==> src/rtl/alu_pkg.sv <==
// Shared definitions for the ALU issue/writeback slice: FSM states,
// Cin source selects and flag bit positions.
package alu_pkg;

  typedef enum logic [1:0] {
    ST_IDLE,
    ST_EXEC,
    ST_WB
  } state_t;

  localparam logic [1:0] CIN_ZERO = 2'd0;
  localparam logic [1:0] CIN_ONE  = 2'd1;
  localparam logic [1:0] CIN_FLAG = 2'd2;

  localparam int unsigned FLG_C = 3;
  localparam int unsigned FLG_V = 2;
  localparam int unsigned FLG_N = 1;
  localparam int unsigned FLG_Z = 0;

  // Select 3 is reserved and behaves as a zero carry-in.
  function automatic logic cin_select(input logic [1:0] sel, input logic c_flag);
    case (sel)
      CIN_ZERO: cin_select = 1'b0;
      CIN_ONE:  cin_select = 1'b1;
      CIN_FLAG: cin_select = c_flag;
      default:  cin_select = 1'b0;
    endcase
  endfunction

endpackage

==> src/rtl/alu_regfile.sv <==
// NREG x 32 register file: two combinational read ports, a debug read port,
// one synchronous write port, R0 hardwired to zero, asynchronous clear.
module alu_regfile
  import alu_pkg::*;
#(
  parameter int unsigned NREG = 8,
  localparam int unsigned AW = $clog2(NREG)
) (
  input  logic          clk,
  input  logic          rst_n,
  input  logic [AW-1:0] ra,
  input  logic [AW-1:0] rb,
  input  logic [AW-1:0] dbg_addr,
  output logic [31:0]   rd_a,
  output logic [31:0]   rd_b,
  output logic [31:0]   dbg_data,
  input  logic          we,
  input  logic [AW-1:0] wa,
  input  logic [31:0]   wd
);

  logic [31:0] regs [NREG];

  always_ff @(posedge clk or negedge rst_n) begin
    if (!rst_n) begin
      for (int unsigned i = 0; i < NREG; i++) regs[i] <= '0;
    end else if (we && (wa != '0)) begin
      regs[wa] <= wd;
    end
  end

  assign rd_a     = (ra == '0)       ? '0 : regs[ra];
  assign rd_b     = (rb == '0)       ? '0 : regs[rb];
  assign dbg_data = (dbg_addr == '0) ? '0 : regs[dbg_addr];

endmodule

==> src/rtl/alu_issue_wb.sv <==
// Sequential issue/writeback wrapper around an external combinational ALU:
// latches operands, holds them for EXEC_CYCLES, captures result and flags.
module alu_issue_wb
  import alu_pkg::*;
#(
  parameter int unsigned NREG        = 8,
  parameter int unsigned EXEC_CYCLES = 1,
  localparam int unsigned AW = $clog2(NREG)
) (
  input  logic          clk,
  input  logic          rst_n,
  input  logic          cmd_valid,
  output logic          cmd_ready,
  input  logic          cmd_load,
  input  logic [3:0]    cmd_op,
  input  logic          cmd_m,
  input  logic [1:0]    cmd_cin_sel,
  input  logic          cmd_imm_en,
  input  logic [31:0]   cmd_imm,
  input  logic [AW-1:0] cmd_ra,
  input  logic [AW-1:0] cmd_rb,
  input  logic [AW-1:0] cmd_rd,
  output logic [31:0]   alu_opA,
  output logic [31:0]   alu_opB,
  output logic [3:0]    alu_S,
  output logic          alu_M,
  output logic          alu_Cin,
  input  logic [31:0]   alu_DO,
  input  logic          alu_C,
  input  logic          alu_V,
  input  logic          alu_N,
  input  logic          alu_Z,
  output logic          wb_valid,
  output logic [AW-1:0] wb_rd,
  output logic [31:0]   wb_data,
  output logic [3:0]    flags_q,
  input  logic [AW-1:0] dbg_addr,
  output logic [31:0]   dbg_data
);

  state_t        state;
  logic [3:0]    cnt;
  logic [AW-1:0] rd_q;
  logic [3:0]    res_flags;
  logic          res_alu;
  logic [31:0]   rf_a;
  logic [31:0]   rf_b;

  alu_regfile #(.NREG(NREG)) u_regfile (
    .clk      (clk),
    .rst_n    (rst_n),
    .ra       (cmd_ra),
    .rb       (cmd_rb),
    .dbg_addr (dbg_addr),
    .rd_a     (rf_a),
    .rd_b     (rf_b),
    .dbg_data (dbg_data),
    .we       (wb_valid),
    .wa       (wb_rd),
    .wd       (wb_data)
  );

  // wb_valid is high exactly while in ST_WB, so it doubles as the write enable.
  always_ff @(posedge clk or negedge rst_n) begin
    if (!rst_n) begin
      state     <= ST_IDLE;
      cmd_ready <= 1'b0;
      cnt       <= '0;
      rd_q      <= '0;
      res_flags <= '0;
      res_alu   <= 1'b0;
      alu_opA   <= '0;
      alu_opB   <= '0;
      alu_S     <= '0;
      alu_M     <= 1'b0;
      alu_Cin   <= 1'b0;
      wb_valid  <= 1'b0;
      wb_rd     <= '0;
      wb_data   <= '0;
      flags_q   <= '0;
    end else begin
      wb_valid <= 1'b0;
      case (state)
        ST_IDLE: begin
          cmd_ready <= 1'b1;
          if (cmd_valid && cmd_ready) begin
            cmd_ready <= 1'b0;
            if (cmd_load) begin
              wb_data  <= cmd_imm;
              wb_rd    <= cmd_rd;
              wb_valid <= 1'b1;
              res_alu  <= 1'b0;
              state    <= ST_WB;
            end else begin
              alu_opA <= rf_a;
              alu_opB <= cmd_imm_en ? cmd_imm : rf_b;
              alu_S   <= cmd_op;
              alu_M   <= cmd_m;
              alu_Cin <= cin_select(cmd_cin_sel, flags_q[FLG_C]);
              rd_q    <= cmd_rd;
              cnt     <= 4'(EXEC_CYCLES - 1);
              state   <= ST_EXEC;
            end
          end
        end
        ST_EXEC: begin
          if (cnt == '0) begin
            wb_data   <= alu_DO;
            wb_rd     <= rd_q;
            wb_valid  <= 1'b1;
            res_flags <= {alu_C, alu_V, alu_N, alu_Z};
            res_alu   <= 1'b1;
            state     <= ST_WB;
          end else begin
            cnt <= cnt - 4'd1;
          end
        end
        ST_WB: begin
          cmd_ready <= 1'b1;
          state     <= ST_IDLE;
          if (res_alu) begin
            flags_q[FLG_N] <= res_flags[FLG_N];
            flags_q[FLG_Z] <= res_flags[FLG_Z];
            // Logic-mode ops leave carry/overflow untouched for chaining.
            if (!alu_M) begin
              flags_q[FLG_C] <= res_flags[FLG_C];
              flags_q[FLG_V] <= res_flags[FLG_V];
            end
          end
        end
        default: state <= ST_IDLE;
      endcase
    end
  end

endmodule

==> config.mk <==
export PLATFORM = sky130hd
export DESIGN_NAME = alu_issue_wb
export DESIGN_NICKNAME = d
export VERILOG_FILES = /design/src/rtl/alu_pkg.sv /design/src/rtl/alu_regfile.sv /design/src/rtl/alu_issue_wb.sv
export SDC_FILE = /design/constraint.sdc
export NUM_CORES = 1
export LEC_CHECK = 0
export BUFFER_PORTS_ARGS = -buffer_cell sky130_fd_sc_hd__buf_2
export CAP_MARGIN = 15
export CORE_MARGIN = 5
export CORE_UTILIZATION = 33
export DETAILED_ROUTE_END_ITERATION = 12
export SLEW_MARGIN = 10
export SYNTH_ARGS = -nofsm -noshare
export SYNTH_HDL_FRONTEND = slang
export SYNTH_SLANG_ARGS = --single-unit
==> constraint.sdc <==
create_clock -name clk -period 2.3 [get_ports clk]
set_input_delay 0.345 -clock clk [delete_from_list [all_inputs] [get_ports clk]]
set_output_delay 0.345 -clock clk [all_outputs]
set_load 0.05 [all_outputs]
==> results of run 1 <==
==> worst paths after layout <==
path,start,to,slack [ns],cells after the start
max,u_regfile.regs[68],dbg_data[4],0.06,5
min,alu_DO[14],wb_data[14],0.07,3
max reg2reg,cnt[0],wb_data[16],0.43,7
min reg2reg,u_regfile.regs[251],u_regfile.regs[251],0.37,0
max in group asynchronous,rst_n,wb_data[22],1.22,3
min in group asynchronous,rst_n,u_regfile.regs[44],0.29,2
==> through the flow <==
step           setup TNS, ns  instance area (um2)
2_1_floorplan        -0.9403                19250
3_3_place_gp         -0.1398                21770
3_5_place_dp        -0.06624                21770
4_1_cts                    0                23400
5_1_grt            -0.007056                23510
6_report                   0                23510
==> cell usage after synthesis, drive strengths merged <==
cell type,n,area share
dfrtp,356,0.46
mux2,249,0.15
nand2,158,0.031
mux2i,142,0.074
o21ai,132,0.034
nor2,92,0.018
buf,90,0.031
mux4,65,0.076
a221oi,62,0.029
clkbuf,57,0.011
a21oi,45,0.012
nor2b,39,0.013
o22ai,32,0.010
inv,31,0.0060
o31ai,30,0.012
o32ai,20,0.0091
a2111oi,10,0.0046
nand2b,5,0.0016
ha,4,0.0026
nand3,4,0.0010
nand4b,3,0.0014
nor3,2,0.00078
nor4bb,2,0.0010
xor2,2,0.00091
a21o,1,0.00039
a22o,1,0.00046
a22oi,1,0.0011
a311o,1,0.00052
and2b,1,0.00039
and3b,1,0.00046
and4bb,1,0.00065
clkinv,1,0.00019
nand3b,1,0.00039
nand4,1,0.00033
nor3b,1,0.00039
o211ai,1,0.00039
o221ai,1,0.00046
or2,1,0.00033
or3b,1,0.00046
==> timing repair <==
item                                   in CTS  in global routing
hold buffers                               13                  0
pin swaps                                   1                  4
gates resized for setup                     6                 29
endpoints found under the hold margin      44                  0
setup buffers                               2                  6
gates cloned                                0                  0
setup endpoints to repair                   4                 12
==> layout make-up <==
| type | instances | area share |
|---|---|---|
| Inverter | 32 | 0.005110 |
| Clock inverter | 15 | 0.008782 |
| Multi-Input combinational cell | 1112 | 0.4049 |
| Clock buffer | 63 | 0.05376 |
| Tap cell | 765 | 0.04072 |
| Sequential cell | 356 | 0.3790 |
| Timing Repair Buffer | 352 | 0.1078 |
==> report_power, final <==
part           internal (uW)  switching [uW]
Sequential              8970            3060
Clock                   4370            2740
Combinational           4960            7600
==> worst min-delay path: cells and delay by family <==
| kind | cells | cell delay (ns) |
|---|---|---|
| compound gates | 1 | 0.13 |
| mux | 1 | 0.05 |
| buf+inv | 1 | 0.07 |
==> logic make-up (layout without fill, tap and decap cells) <==
| group | Yosys count | after routing | synth area share |
|---|---|---|---|
| AND/OR/NAND/NOR | 313 | 313 | 0.07071 |
| buffers and inverters | 179 | 462 | 0.04892 |
| adder cells (fa/ha/maj) | 4 | 4 | 0.002602 |
| XOR/XNOR | 2 | 2 | 0.0009109 |
| AO/OA/AOI/OAI | 337 | 337 | 0.1144 |
| flip-flops | 356 | 356 | 0.4632 |
| multiplexers | 456 | 456 | 0.2993 |
==> per-layer routing <==
layer,GRT usage,up-vias,routed length (um)
li1,-,6589,-
met1,0.2726,7661,28120
met2,0.3066,602,28920
met3,0.05752,127,5459
met4,0.06908,4,2091
met5,0,-,27
==> registers in the layout, indices dropped and copies added (netlist names) <==
| register | cells |
|---|---|
| res_flags | 4 |
| alu_Cin | 1 |
| u_regfile.regs | 231 |
| cnt | 4 |
| alu_S | 4 |
| rd_q | 3 |
| flags_q | 4 |
| state | 2 |
| wb_rd | 3 |
| alu_opA | 32 |
| wb_data | 32 |
| alu_opB | 32 |
| wb_valid | 1 |
| res_alu | 1 |
| cmd_ready | 1 |
| alu_M | 1 |
==> results.sh, run 1 <==
export IMPL_status="finished, final reports clean"
export IMPL_yosys_register_bits=356
export IMPL_synth_net_count=1743
export IMPL_worstPathCellList="mux2i_1, nand2_1, o21ai_0, a221oi_2, buf_6"
export IMPL_final_instance_count_excl_fill=2695
export IMPL_worst_hold_path_type="in2reg"
export IMPL_achievable_frequency_ghz=0.4470
export IMPL_final_cell_mix="356 x dfrtp_1, 226 x mux2_2, 215 x buf_2"
export IMPL_grt_antenna_before_repair=2
export IMPL_synthToLayoutAreaGrowth_pct=22.22
export IMPL_die_boundary_height_um=251.4
export IMPL_row_count=88
export IMPL_period_needed_ns=2.237
export IMPL_core_area_um2=57700
export IMPL_detail_route_drc_violations=0
export IMPL_setup_viol=0
export IMPL_final_hold_viols=0
export IMPL_gp_routability_congestion=0.8592
export IMPL_firstDrtPassIters=6
export IMPL_grt_max_degree=68
export IMPL_cpLargestDelayFamily="compound AO/OA/AOI/OAI gates"
export IMPL_synthDistinctLibCells=50
export IMPL_crit_slowest_cell="a221oi_2"
export IMPL_utilization=0.4074
export IMPL_chipWidth_um=251.4
export IMPL_preCtsSetupSlack_ns=-0.04574
export IMPL_number_of_inserted_diodes=0
export IMPL_ys_seq_area_frac=0.4632
export IMPL_cts_root_buffer="clkbuf_16"
export IMPL_synth_area_per_cell_um2=11.68
export IMPL_final_layout_size_suffix_gt1_frac=0.3855
export IMPL_groute_usage_overall=0.1997
export IMPL_worst_slack_on_hold_paths_ns=0.07325
export IMPL_setup_worst_path_start_class="flop"
export IMPL_worst_case_clock_buffer_depth=3
export IMPL_finalWirelength_mm=64.63
export IMPL_filler_cells_inserted=5492
export IMPL_final_setup_worst_slack_ns=0.06271
export IMPL_detail_route_wl_per_cell_um=23.98
export IMPL_max_vdd_drop_mv=1.001
export IMPL_synthCells=1647
export IMPL_path_max_fanout=3
export IMPL_fin_total_pwr_uw=31690
export IMPL_final_setup_skew_ns=0.01087
export IMPL_starting_utilization_of_the_core_area=0.3334
export IMPL_crit_path_end_kind="output port"
export IMPL_critPathRequiredTime_ns=1.96
export IMPL_cp_num_buf_inv=1
export IMPL_max_cap_violations=0
export IMPL_dp_final_hpwl_mm=41.95
export IMPL_path_class="reg2out"
export IMPL_power_leakage_uw=0.01082
export IMPL_drt_antenna_violating_nets=0
export IMPL_cts_sinks=356
export IMPL_multiInputGateArea_um2=9518
export IMPL_grt_pass1_wl_mm=98.74
export IMPL_rsz0062_at_grt="true"
export IMPL_numCtsBuffers=43
export IMPL_timing_slew_headroom=0.3937
export IMPL_pwr_density_cell_nw_per_um2=1348
export IMPL_viasPerCell=5.560
export IMPL_yosysWarnings=0
export IMPL_place_port_buffers=234
export IMPL_arrival_ns=1.89
export IMPL_drt_initial_violations=1270
export IMPL_deepest_level_of_the_cts_h_tree=2
export IMPL_clock_latency_ns=0.56
export IMPL_grt_ovfl_total=0
export IMPL_mostFrequentLayoutCell="dfrtp_1"
export IMPL_dr_total_vias=14980
export IMPL_post_place_cells=2597
export IMPL_timing_final_crit_share=0.9727
export IMPL_cts_tree="built"
export IMPL_timing_worst_slew_pin_value_ns=0.8866
export IMPL_fp_dieArea_um2=63210
export IMPL_syn_area_um2=19230
export IMPL_nets=1993
export IMPL_top_level_port_count=235
export IMPL_drv_slew=0
export IMPL_critPathMaxStageDelay_ns=0.49
export IMPL_seqCellArea_um2=8909
export IMPL_via_count_of_the_first_global_routing_pass=15730
export IMPL_cts_reportedPaths_clkPinSlew_ns=0.06
No activity file was read; power rests on OpenSTA's default activity.
==> inputs of run 2 (changes only) <==
PLACE_DENSITY = 0.47   (was not set)
clock period = 2.77 ns   (was 2.3 ns; I/O delays follow)
==> run 2 against run 1 <==
Effect of this change:
- first-iteration DRC count down 18%
- utilization down 1.0 points
- setup slack better by 0.12 ns
- critical endpoint is now dbg_data[15]
==> results.sh, run 2 (synthesis results as in run 1) <==
export IMPL_clock_latency_ns=0.57
export IMPL_nets=1957
export IMPL_row_count=88
export IMPL_worst_hold_path_endpoint="alu_M"
export IMPL_final_hold_viols=0
export IMPL_cts_reportedPaths_clkPinSlew_ns=0.05
export IMPL_critical_path_reg2reg_startpoint="state[0]"
export IMPL_crit_slowest_cell="a221oi_1"
export IMPL_final_layout_size_suffix_gt1_frac=0.3768
export IMPL_groute_usage_overall=0.2072
export IMPL_rsz0062_at_grt="false"
export IMPL_via_count_of_the_first_global_routing_pass=15620
export IMPL_final_cell_mix="356 x dfrtp_1, 227 x buf_2, 226 x mux2_2"
export IMPL_timing_slew_headroom=0.3752
export IMPL_numCtsBuffers=45
export IMPL_setup_viol=0
export IMPL_setup_worst_path_start_class="input port"
export IMPL_final_setup_skew_ns=0.01145
export IMPL_arrival_ns=2.18
export IMPL_worst_hold_path_type="in2reg"
export IMPL_drt_antenna_violating_nets=0
export IMPL_grt_ovfl_total=0
export IMPL_path_max_fanout=65
export IMPL_fin_area_um2=22920
export IMPL_dp_final_hpwl_mm=42.32
export IMPL_synthToLayoutAreaGrowth_pct=19.15
export IMPL_detail_route_wl_per_cell_um=25.03
export IMPL_hold_startpoint="cmd_m"
export IMPL_cts_setup_buffers=0
export IMPL_timing_worst_slew_pin_value_ns=0.9372
export IMPL_starting_utilization_of_the_core_area=0.3334
export IMPL_largest_register="u_regfile.regs"
export IMPL_status="finished, final reports clean"
export IMPL_reg2reg_slack_ns=0.70
export IMPL_drt_initial_violations=1045
export IMPL_crit_path_end_kind="output port"
export IMPL_gp_routability_congestion=0.8192
export IMPL_cts_tree="built"
export IMPL_critPathRequiredTime_ns=2.35
export IMPL_post_place_cells=2578
export IMPL_reg2reg_depth=5
export IMPL_top_level_port_count=235
export IMPL_final_instance_count_excl_fill=2660
export IMPL_number_of_inserted_diodes=0
export IMPL_mostFrequentLayoutCell="dfrtp_1"
export IMPL_regToRegEndpoint="alu_opB[17]"
export IMPL_grt_pass1_wl_mm=101.0
export IMPL_worst_slack_on_hold_paths_ns=0.04078
export IMPL_fin_total_pwr_uw=25950
export IMPL_max_cap_violations=0
export IMPL_drv_slew=0
export IMPL_share_of_power_burned_in_the_clock_network=0.224
export IMPL_critPathMaxStageDelay_ns=0.46
export IMPL_hold_path_cell_count=3
export IMPL_path_class="in2out"
export IMPL_fp_dieArea_um2=63210
export IMPL_worst_case_clock_buffer_depth=3
export IMPL_worstPathCellList="buf_4, buf_12, mux2i_1, nand2_1, o21ai_0, a221oi_1, buf_2"
export IMPL_achievable_frequency_ghz=0.3859
export IMPL_p_seq_frac=0.385
export IMPL_max_vdd_drop_mv=0.5781
export IMPL_cts_root_buffer="clkbuf_16"
export IMPL_timing_final_crit_share=0.9354
export IMPL_cts_sinks=356
export IMPL_core_area_um2=57700
export IMPL_pwr_density_cell_nw_per_um2=1132
export IMPL_deepest_level_of_the_cts_h_tree=2
export IMPL_finalWirelength_mm=66.57
export IMPL_p_comb_frac=0.391
export IMPL_timing_setup_tns_ns=0
export IMPL_power_leakage_uw=0.01055
export IMPL_viasPerCell=5.522
export IMPL_largest_register_ffs=231
export IMPL_die_boundary_height_um=251.4
export IMPL_firstDrtPassIters=5
export IMPL_place_port_buffers=234
export IMPL_total_switching_power_uw=11060
export IMPL_dpl_cell_area_um2=21460
export IMPL_period_needed_ns=2.591
export IMPL_grt_antenna_before_repair=2
export IMPL_intPower_uw=14890
export IMPL_power_switching_fraction=0.4262
export IMPL_detail_route_drc_violations=0
export IMPL_grt_max_degree=67
export IMPL_chipWidth_um=251.4
export IMPL_dr_total_vias=14690
-- run 2: how the worst max path moves through the flow --
stage / end / start / depth (start not counted)
finish: dbg_data[15] / dbg_addr[1] / 7
floorplan: dbg_data[19] / dbg_addr[2] / 4
CTS: dbg_data[15] / dbg_addr[1] / 7
detailed placement: dbg_data[15] / dbg_addr[1] / 7
global route: dbg_data[15] / dbg_addr[1] / 7
global placement: dbg_data[15] / dbg_addr[1] / 7
-- run 2: power groups by stage --
stage / sequential (uW) / clock, uW / combinational [uW]
floorplan: 11800 / 0 / 5120
global placement: 9950 / 0 / 10100
global route: 10300 / 6200 / 10900
detailed placement: 10000 / 0 / 10200
finish: 9990 / 5810 / 10100
CTS: 9940 / 5980 / 10300
-- run 2: cell type report --
class                      count  area (um2)
fill                        5585       34780
multi-input combinational   1112        9464
sequential                   356        8909
timing repair buffer         314        2016
clock buffer                  64        1287
tap                          765       957.2
clock inverter                17       162.7
inverter                      32       120.1
-- run 2: routing by layer --
metal	GRT usage	vias to the layer above	part of all wire
li1	-	6523	-
met1	0.2922	7525	0.46
met2	0.3255	533	0.45
met3	0.04938	106	0.066
met4	0.05005	2	0.024
met5	0	-	0.00020
-- run 2: through the flow --
| stage | util | setup WS (ns) |
|---|---|---|
| 2_1_floorplan | - | 0.05566 |
| 3_3_place_gp | 0.3719 | 0.1949 |
| 3_5_place_dp | 0.3719 | 0.1475 |
| 4_1_cts | 0.3972 | 0.1427 |
| 5_1_grt | 0.3972 | 0.1364 |
| 6_report | 0.3972 | 0.1789 |
-- run 2: what timing repair did --
action	4_1_cts	5_1_grt
hold buffers	1	0
gates resized for setup	0	0
endpoints found under the hold margin	55	0
-- run 2: critical path, delay by kind of cell --
family	cells	cell delay [ns]
buffers and inverters	3	0.98
muxes	1	0.13
AOI/OAI and AO/OA	2	0.53
and+or+nand+nor	1	0.07
